### src/rtl/alu_seq_pkg.sv
// Shared ALU opcode package: function codes, flag-register layout and flag bit positions.
package alu_seq_pkg;

  typedef enum logic [3:0] {
    FnACC = 4'd0,
    FnMem = 4'd1,
    FnADD = 4'd2,
    FnSUB = 4'd3,
    FnAND = 4'd4,
    FnOR  = 4'd5,
    FnNOT = 4'd6,
    FnLSL = 4'd7,
    FnLSR = 4'd8,
    FnADC = 4'd9
  } alu_functions_t;

  typedef struct packed {
    logic z;
    logic n;
    logic c;
    logic v;
  } alu_flags_t;

  localparam int FLAG_Z = 3;
  localparam int FLAG_N = 2;
  localparam int FLAG_C = 1;
  localparam int FLAG_V = 0;

endpackage

### src/rtl/alu_seq_shifter.sv
// Logical shifter for alu_seq. ALU_BARREL_SHIFT_EN selects a combinational barrel
// shifter; otherwise a working register shifts one bit per step under a down-counter.
module alu_shifter #(
  parameter int WIDTH = 16,
  parameter int SHW   = $clog2(WIDTH)
) (
  input  logic             clk_i,
  input  logic             rst_i,
  input  logic             load_i,
  input  logic             step_i,
  input  logic             dir_right_i,
  input  logic [WIDTH-1:0] a_i,
  input  logic [SHW-1:0]   amt_i,
  output logic             last_o,
  output logic [WIDTH-1:0] res_o,
  output logic             cout_o
);

`ifdef ALU_BARREL_SHIFT_EN
  // One extra bit beyond the operand catches the last bit shifted out.
  logic [WIDTH:0] ext;
  logic           unused_ctrl;

  always_comb begin
    if (dir_right_i) begin
      ext    = {a_i, 1'b0} >> amt_i;
      res_o  = ext[WIDTH:1];
      cout_o = ext[0];
    end else begin
      ext    = {1'b0, a_i} << amt_i;
      res_o  = ext[WIDTH-1:0];
      cout_o = ext[WIDTH];
    end
  end

  assign last_o      = 1'b0;
  assign unused_ctrl = ^{clk_i, rst_i, load_i, step_i};
`else
  logic [WIDTH-1:0] work_q;
  logic [SHW-1:0]   cnt_q;
  logic             right_q;

  always_ff @(posedge clk_i) begin
    if (rst_i) begin
      cnt_q <= '0;
    end else if (load_i) begin
      cnt_q <= amt_i;
    end else if (step_i) begin
      cnt_q <= cnt_q - SHW'(1);
    end
  end

  always_ff @(posedge clk_i) begin
    if (load_i) begin
      work_q  <= a_i;
      right_q <= dir_right_i;
    end else if (step_i) begin
      work_q  <= res_o;
    end
  end

  // res_o/cout_o are the value after the next step, so the final step's result is ready to latch.
  assign res_o  = right_q ? {1'b0, work_q[WIDTH-1:1]} : {work_q[WIDTH-2:0], 1'b0};
  assign cout_o = right_q ? work_q[0] : work_q[WIDTH-1];
  assign last_o = (cnt_q == SHW'(1));
`endif

endmodule

### src/rtl/alu_seq.sv
// Registered ALU with Start/Done handshake, Z/N/C/V flag register and carry-chained add.
// Define ALU_BARREL_SHIFT_EN for single-cycle barrel shifts (Busy then stays 0).
module alu_seq
  import alu_seq_pkg::*;
#(
  parameter int WIDTH = 16,
  parameter int SHW   = $clog2(WIDTH)
) (
  input  logic             Clock,
  input  logic             Reset,
  input  logic             Start,
  input  logic [3:0]       Func,
  input  logic [WIDTH-1:0] A,
  input  logic [WIDTH-1:0] B,
  input  logic             FlagWe,
  output logic [WIDTH-1:0] Result,
  output logic             Busy,
  output logic             Done,
  output logic [3:0]       Flags
);

  logic [WIDTH-1:0] res_q, res_d;
  alu_flags_t       flg_q, flg_d;
  logic             done_q, done_d;

  logic [SHW-1:0]   amt;
  logic             sh_load, sh_step, sh_last, sh_c;
  logic [WIDTH-1:0] sh_res;

  logic [WIDTH-1:0] add_b;
  logic             add_cin, add_v;
  logic [WIDTH:0]   sum;

  logic [WIDTH-1:0] op_r;
  logic             op_c, op_v, op_done, op_fwe;

`ifndef ALU_BARREL_SHIFT_EN
  localparam logic [0:0] S_IDLE  = 1'b0;
  localparam logic [0:0] S_SHIFT = 1'b1;
  logic [0:0] state_q, state_d;
  logic       fwe_q;
`else
  logic       unused_last;
  assign unused_last = sh_last;
`endif

  assign amt = B[SHW-1:0];

  alu_shifter #(.WIDTH(WIDTH), .SHW(SHW)) u_shifter (
    .clk_i      (Clock),
    .rst_i      (Reset),
    .load_i     (sh_load),
    .step_i     (sh_step),
    .dir_right_i(Func == FnLSR),
    .a_i        (A),
    .amt_i      (amt),
    .last_o     (sh_last),
    .res_o      (sh_res),
    .cout_o     (sh_c)
  );

  // SUB reuses the adder as A + ~B + 1; ADC chains the registered carry.
  always_comb begin
    add_b   = B;
    add_cin = 1'b0;
    case (Func)
      FnSUB: begin add_b = ~B; add_cin = 1'b1; end
      FnADC: add_cin = flg_q.c;
      default: ;
    endcase
  end

  assign sum   = {1'b0, A} + {1'b0, add_b} + {{WIDTH{1'b0}}, add_cin};
  assign add_v = (A[WIDTH-1] == add_b[WIDTH-1]) && (sum[WIDTH-1] != A[WIDTH-1]);

  always_comb begin
    res_d   = res_q;
    flg_d   = flg_q;
    done_d  = 1'b0;
    sh_load = 1'b0;
    sh_step = 1'b0;
    op_r    = '0;
    op_c    = flg_q.c;
    op_v    = flg_q.v;
    op_done = 1'b0;
    op_fwe  = FlagWe;
`ifndef ALU_BARREL_SHIFT_EN
    state_d = state_q;
    if (state_q == S_SHIFT) begin
      sh_step = 1'b1;
      if (sh_last) begin
        state_d = S_IDLE;
        op_done = 1'b1;
        op_r    = sh_res;
        op_c    = sh_c;
        op_fwe  = fwe_q;
      end
    end else
`endif
    if (Start) begin
      op_done = 1'b1;
      case (Func)
        FnACC: op_r = A;
        FnMem: op_r = B;
        FnAND: op_r = A & B;
        FnOR:  op_r = A | B;
        FnNOT: op_r = ~A;
        FnADD, FnSUB, FnADC: begin
          op_r = sum[WIDTH-1:0];
          op_c = sum[WIDTH];
          op_v = add_v;
        end
        FnLSL, FnLSR: begin
          if (amt == '0) begin
            op_r = A;
          end else begin
`ifdef ALU_BARREL_SHIFT_EN
            op_r = sh_res;
            op_c = sh_c;
`else
            op_done = 1'b0;
            sh_load = 1'b1;
            state_d = S_SHIFT;
`endif
          end
        end
        default: op_fwe = 1'b0;
      endcase
    end
    if (op_done) begin
      res_d  = op_r;
      done_d = 1'b1;
      if (op_fwe) begin
        flg_d.z = (op_r == '0);
        flg_d.n = op_r[WIDTH-1];
        flg_d.c = op_c;
        flg_d.v = op_v;
      end
    end
  end

  always_ff @(posedge Clock) begin
    if (Reset) begin
      res_q   <= '0;
      flg_q   <= '0;
      done_q  <= 1'b0;
`ifndef ALU_BARREL_SHIFT_EN
      state_q <= S_IDLE;
`endif
    end else begin
      res_q   <= res_d;
      flg_q   <= flg_d;
      done_q  <= done_d;
`ifndef ALU_BARREL_SHIFT_EN
      state_q <= state_d;
`endif
    end
  end

`ifndef ALU_BARREL_SHIFT_EN
  // FlagWe belongs to the op accepted with Start, not to whatever is on the port at completion.
  always_ff @(posedge Clock) begin
    if (sh_load) fwe_q <= FlagWe;
  end

  assign Busy = (state_q == S_SHIFT);
`else
  assign Busy = 1'b0;
`endif

  assign Result = res_q;
  assign Done   = done_q;
  assign Flags  = flg_q;

endmodule

### config.mk
export PLATFORM = sky130hd
export DESIGN_NAME = alu_seq
export DESIGN_NICKNAME = d
export VERILOG_FILES = /design/src/rtl/alu_seq_pkg.sv /design/src/rtl/alu_seq_shifter.sv /design/src/rtl/alu_seq.sv
export SDC_FILE = /design/constraint.sdc
export NUM_CORES = 1
export LEC_CHECK = 0
export ABC_AREA = 1
export ABC_CLOCK_PERIOD_IN_PS = 4800
export CAP_MARGIN = 5
export CORE_MARGIN = 1.5
export CORE_UTILIZATION = 56
export CTS_CLUSTER_DIAMETER = 100
export CTS_CLUSTER_SIZE = 25
export DETAILED_ROUTE_END_ITERATION = 10
export PLACE_DENSITY_LB_ADDON = 0.2
export SYNTH_ARGS = -nofsm -noshare
export SYNTH_HDL_FRONTEND = slang
export SYNTH_SLANG_ARGS = --single-unit
### constraint.sdc
create_clock -name Clock -period 4.8 [get_ports Clock]
set_input_delay 0.96 -clock Clock [delete_from_list [all_inputs] [get_ports Clock]]
set_output_delay 0.96 -clock Clock [all_outputs]
set_load 0.02 [all_outputs]
# Yosys cells after proc, flatten, opt, wreduce, memory -nomap -nowiden
# Cells that the tools add are included.
# classes
n_addsub,3
bitwise_logic,5
eq_ne,13
n_reduce_logical,13
muxes,34
# op_table
op,n
16-bit 2-to-1 mux,8
16-bit one-hot mux with 7 select lines,1
16-bit NOT,2
1-bit 2-to-1 mux,22
16-bit by 16-bit adder with 17-bit output,1
17-bit by 1-bit adder with 17-bit output,1
16-bit AND,1
4-bit by 3-bit == test with 1-bit output (second input constant),4
16-bit zero test,1
16-bit bitwise OR,1
5-bit AND reduction,2
10-bit OR reduction,1
4-bit by 1-bit == test with 1-bit output (second input constant),2
4-bit by 2-bit == test with 1-bit output (second input constant),2
4-bit == test (second input constant),2
4-bit zero test,2
4-bit 2-to-1 mux,2
2-bit nonzero test,3
4-bit by 1-bit subtractor with 4-bit output (second input constant),1
3-bit OR reduction,1
2-bit inequality test (second input constant),1
1-bit one-hot mux with 2 select lines,1
2-bit AND reduction,1
2-bit OR reduction,1
4 further kinds,4
# totals
wordCells,79
input_bits,40
regBits,44
out_inout_bits,22

# Longest topological paths before layout
# Gate-level depths: netlist of the first run.
# depth
depth_word,8
mapped_depth,23
depth_no_buf,22

# Modules after synthesis
# A second synthesis of the first run with hierarchy kept.
# hier_totals
cells_unflattened,718
hier_area_um2,4295.4
# modules_own_cells
module,area_each_um2,cells_per_inst,instances
alu_seq,3128.0,574,1
alu_shifter,1167.4,144,1

# Worst setup path before layout of the first run
# Ideal clock, no wire load.
# synth_timing
path_kind,input port to flip-flop
start,input Func[2]
end,register flg_q (netlist bit Flags[3])
t_arrival_ns,3.874
n_path_buf,1
stages,20
t_required_ns,4.730
setup_slack_ns,0.856
cell_sequence,nor2_1 nand2_1 clkbuf_1 xor2_1 inv_1 fa_1 fa_1 nand2_1 nand2_1 nand3_1 nand2_1 nand2_1 nand3b_1 nand3_1 nand3_1 a21oi_1 nand2_1 nor2_1 nand3_1 a21oi_1
# synth_between
elab_chain_cells,8
# synth_lines
element,line_no,text
from (decl),alu_seq.sv:12,"input logic [3:0] Func,"
4-bit by 2-bit == test with 1-bit output,"alu_seq.sv:66, alu_seq.sv:102",
16-bit 2-to-1 mux,alu_seq.sv:66,case (Func)
16-bit by 16-bit adder with 17-bit output,alu_seq.sv:73,"assign sum = {1'b0, A} + {1'b0, add_b} + {{WIDTH{1'b0}}, add_cin};"
17-bit by 1-bit adder with 17-bit output,alu_seq.sv:73,
16-bit one-hot mux with 7 select lines,alu_seq.sv:102,case (Func)
16-bit 2-to-1 mux,alu_seq.sv:100,if (Start) begin
16-bit 2-to-1 mux,alu_seq.sv:89,if (state_q == S_SHIFT) begin
16-bit zero test,alu_seq.sv:134,flg_d.z = (op_r == '0);
to (signal assigned),alu_seq.sv:152,flg_q <= flg_d;
to (decl),alu_seq.sv:23,"alu_flags_t flg_q, flg_d;"
# Parallel ways exist; a longest one is shown, timed or not.
# A chain may end at the register's enable or synchronous reset.

# Final worst setup path of the first run
# Ends and elaborated chain as after synthesis.

==> results of run 1 <==
==> power groups by stage <==
stage	Combinational, mW	Sequential [mW]	Clock [mW]
6_report	0.380	0.421	0.260
5_1_grt	0.425	0.423	0.278
4_1_cts	0.374	0.421	0.263
3_5_place_dp	0.371	0.429	0
3_3_place_gp	0.364	0.428	0
2_1_floorplan	0.233	0.437	0
==> cells in the final DEF, fill, tap and decap left out, types with 2 or more instances in the layout <==
| cell type | n |
|---|---|
| edfxtp_1 | 18 |
| nor2_1 | 71 |
| clkbuf_8 | 5 |
| nor2_2 | 4 |
| nand3_1 | 59 |
| buf_4 | 4 |
| o211ai_1 | 3 |
| a31oi_1 | 3 |
| nand4_1 | 3 |
| dfxtp_1 | 26 |
| inv_1 | 114 |
| nor3_1 | 6 |
| fa_1 | 2 |
| o21a_1 | 4 |
| nand3b_1 | 3 |
| clkdlybuf4s50_1 | 61 |
| xor2_1 | 20 |
| o21ai_0 | 52 |
| nand2_1 | 234 |
| a21oi_1 | 34 |
| or2_2 | 3 |
| mux2i_1 | 4 |
| ha_1 | 17 |
| nand2_2 | 7 |
==> kinds of logic (layout without fill, tap and decap cells) <==
logic type / after synthesis / count (layout) / share of synthesized area [%]
AND/OR/NAND/NOR: 394 / 394 / 39.0
buffers and inverters: 129 / 188 / 11.6
AO/OA/AOI/OAI: 101 / 101 / 13.1
flip-flops: 44 / 44 / 25.2
XOR/XNOR: 20 / 20 / 4.16
adder cells (fa/ha/maj): 19 / 19 / 6.00
multiplexers: 4 / 4 / 0.950
==> final cells by class <==
cell class	instances	area (µm²)
clock inverter	1	5.00
timing repair buffer	65	641
sequential	44	1060
inverter	115	432
clock buffer	7	97.6
multi-input combinational	538	2660
fill	688	2230
tap	99	124
==> critical path: cells and delay by family <==
family	cells	cell delay, ps
AOI/OAI and AO/OA	2	310
xor gates and xnor gates	1	180
adders and majority gates	2	870
and+or+nand+nor	13	1630
buffers and inverters	2	520
==> metal layers <==
layer / up-vias / wire (µm) / GRT usage, % / part of all wire [%]
met2: 218 / 5690 / 53.3 / 45
li1: 2357 / - / - / -
met1: 2067 / 5410 / 41.5 / 43
met3: 25 / 1210 / 5.75 / 9.6
met5: - / 0 / 0 / 0
met4: 0 / 250 / 9.79 / 2.0
==> how the worst max path moves through the flow <==
stage	from	end	depth (start not counted)
6_report	Func[2]	Flags[3]	20
5_1_grt	Func[2]	Flags[3]	20
4_1_cts	Func[2]	Flags[3]	20
3_5_place_dp	Func[2]	Flags[3]	20
3_3_place_gp	Func[2]	Flags[3]	20
2_1_floorplan	Func[2]	Flags[3]	20
==> registers in the layout, summed over array words and instances (netlist names) <==
name	cells
fwe_q	1
Done	1
u_shifter.work_q	16
u_shifter.right_q	1
Busy	1
Flags	4
Result	16
u_shifter.cnt_q	4
==> flow_summary.ini, run 1 <==
[synthesis]
synth_cells = 711
synth-edff-count = 18
syn_area_per_cell_um2 = 5.93
yosysMostFrequentCell = nand2_1
synthTopCellsByArea = nand2_1 (21%), edfxtp_1 (13%), dfxtp_1 (12%)
synth_top_cells_by_count = nand2_1 (234), inv_1 (114), nor2_1 (71)
ys_seq_area_share_pct = 25.2
async_flop_share_pct = 0
netlist_area_um2 = 4220
yosys_warnings = 0
yosysTopAreaCellShare_pct = 20.8
synth.distinct_cells = 34
synth_top_area_cell = nand2_1
synth-seq-cells = 44
synth_top_flop_cell = dfxtp_1
syn-num-nets = 770

[worst_setup_path]
critical_path_arrival_ps = 4470
startpoint_type = input pin
cp-end-kind = flip-flop
path_common_cell = nand2_1
r2r-start = Flags[1]
worstPathMaxFanout = 6
required_ps = 5030
reg2regPathDepth = 17
cp_cell_sequence = clkdlybuf4s50_1 > nor2_1 > nand2_1 > xor2_1 > inv_1 > fa_1 > fa_1 > nand2_1 > nand2_1 > nand3_1 > nand2_1 > nand2_1 > nand3b_1 > nand3_1 > nand3_1 > a21oi_1 > nand2_1 > nor2_1 > nand3_1 > a21oi_1
slowest_delay_ps = 460
cpMaxStageDelayCell = clkdlybuf4s50_1
setup.worst_path.class = in -> reg
r2r_slack_ps = 1920
rr_endpoint = Flags[3]

[power_and_ir_drop]
p_per_area_nw_per_um2 = 211
clkPwrFrac_pct = 24.5
p_int_mw = 0.687
leakagePower_nw = 2.63
vdd_ir_drop_max_mv = 0.101
finalPower_mw = 1.06
pwr-share-seq_pct = 39.6
combPwrFrac_pct = 35.9
p_sw_share_pct = 35.3
p_switching_mw = 0.374

[timing]
hold_ws_ps = 479
fin_setup_tns_ps = 0
rsz0062_at_grt = no
worst_pin_slew_ps = 959
relSlewSlack_pct = 35.8
min_period_ps = 4250
setup_slack_ps = 552
fmax_mhz = 235
finalSetupViolCount = 0
finalHoldViolCount = 0
fin_skew_ps = 3.73
period_share_pct = 88.5
maxSlewViolCount = 0

[clocking]
cts_buffers = 5
cts_setup_buffers = 0
cts.hold.buffers_added = 0
clk_pin_slew_ps = 80
cts_tree = done
ctsResizeCount = 0
h-tree-depth = 2
cts_root_buffer = clkbuf_8
cts_sinks = 44
clock_latency_ps = 300
clock_path_buffers = 2

[final_layout]
layout-drive-gt1-share_pct = 3.90
final_cells = 869
nNetsFinal = 828
area_delta_synth_final_pct = 19.2
final_util_pct = 69.3
fin_area_um2 = 5020
diodes = 0

[global_routing]
grt_pass1_vias = 4375
overflow = 0
antenna_found_initial = 0
grt_pass1_wl_um = 20800
grt_start_max_net_pins = 26
grt_usage_pct = 31.8

[route]
totalWireLength_um = 12600
drt_iter0_drc = 374
ant_nets = 0
wire_per_inst_um = 14.5
dr.pass1.iters = 5
vias = 4667
vias_per_cell = 5.37
route.detailed.drc = 0

[floorplan]
die_height_um = 89.8
die_x_um = 89.8
ioPinCount = 62
start_util_pct = 58.1
coreArea_um2 = 7250
rows = 31
die-area_um2 = 8060

[placed_design]
dp_cells = 861
dp_hpwl_um = 9970
preCtsSetupSlack_ps = 347
place_congestion = 0.958
numPortBuffers = 61
dpl_cell_area_um2 = 4920

[hold_path]
holdPathStages = 2
hold_class = reg -> reg
min_to = Flags[3]
min-delay-start = Flags[3]

[run]
cap_viol_max_count = 0

[run_status]
status = finished clean
No activity file was read; power rests on OpenSTA's default activity.
==> inputs of run 2 (changes only) <==
HOLD_SLACK_MARGIN = 0.15   (was unset)
SKIP_LAST_GASP = 1   (was unset)
==> results of run 2 <==
Same layout as run 1: the final DEF is identical, and so are final timing and power.
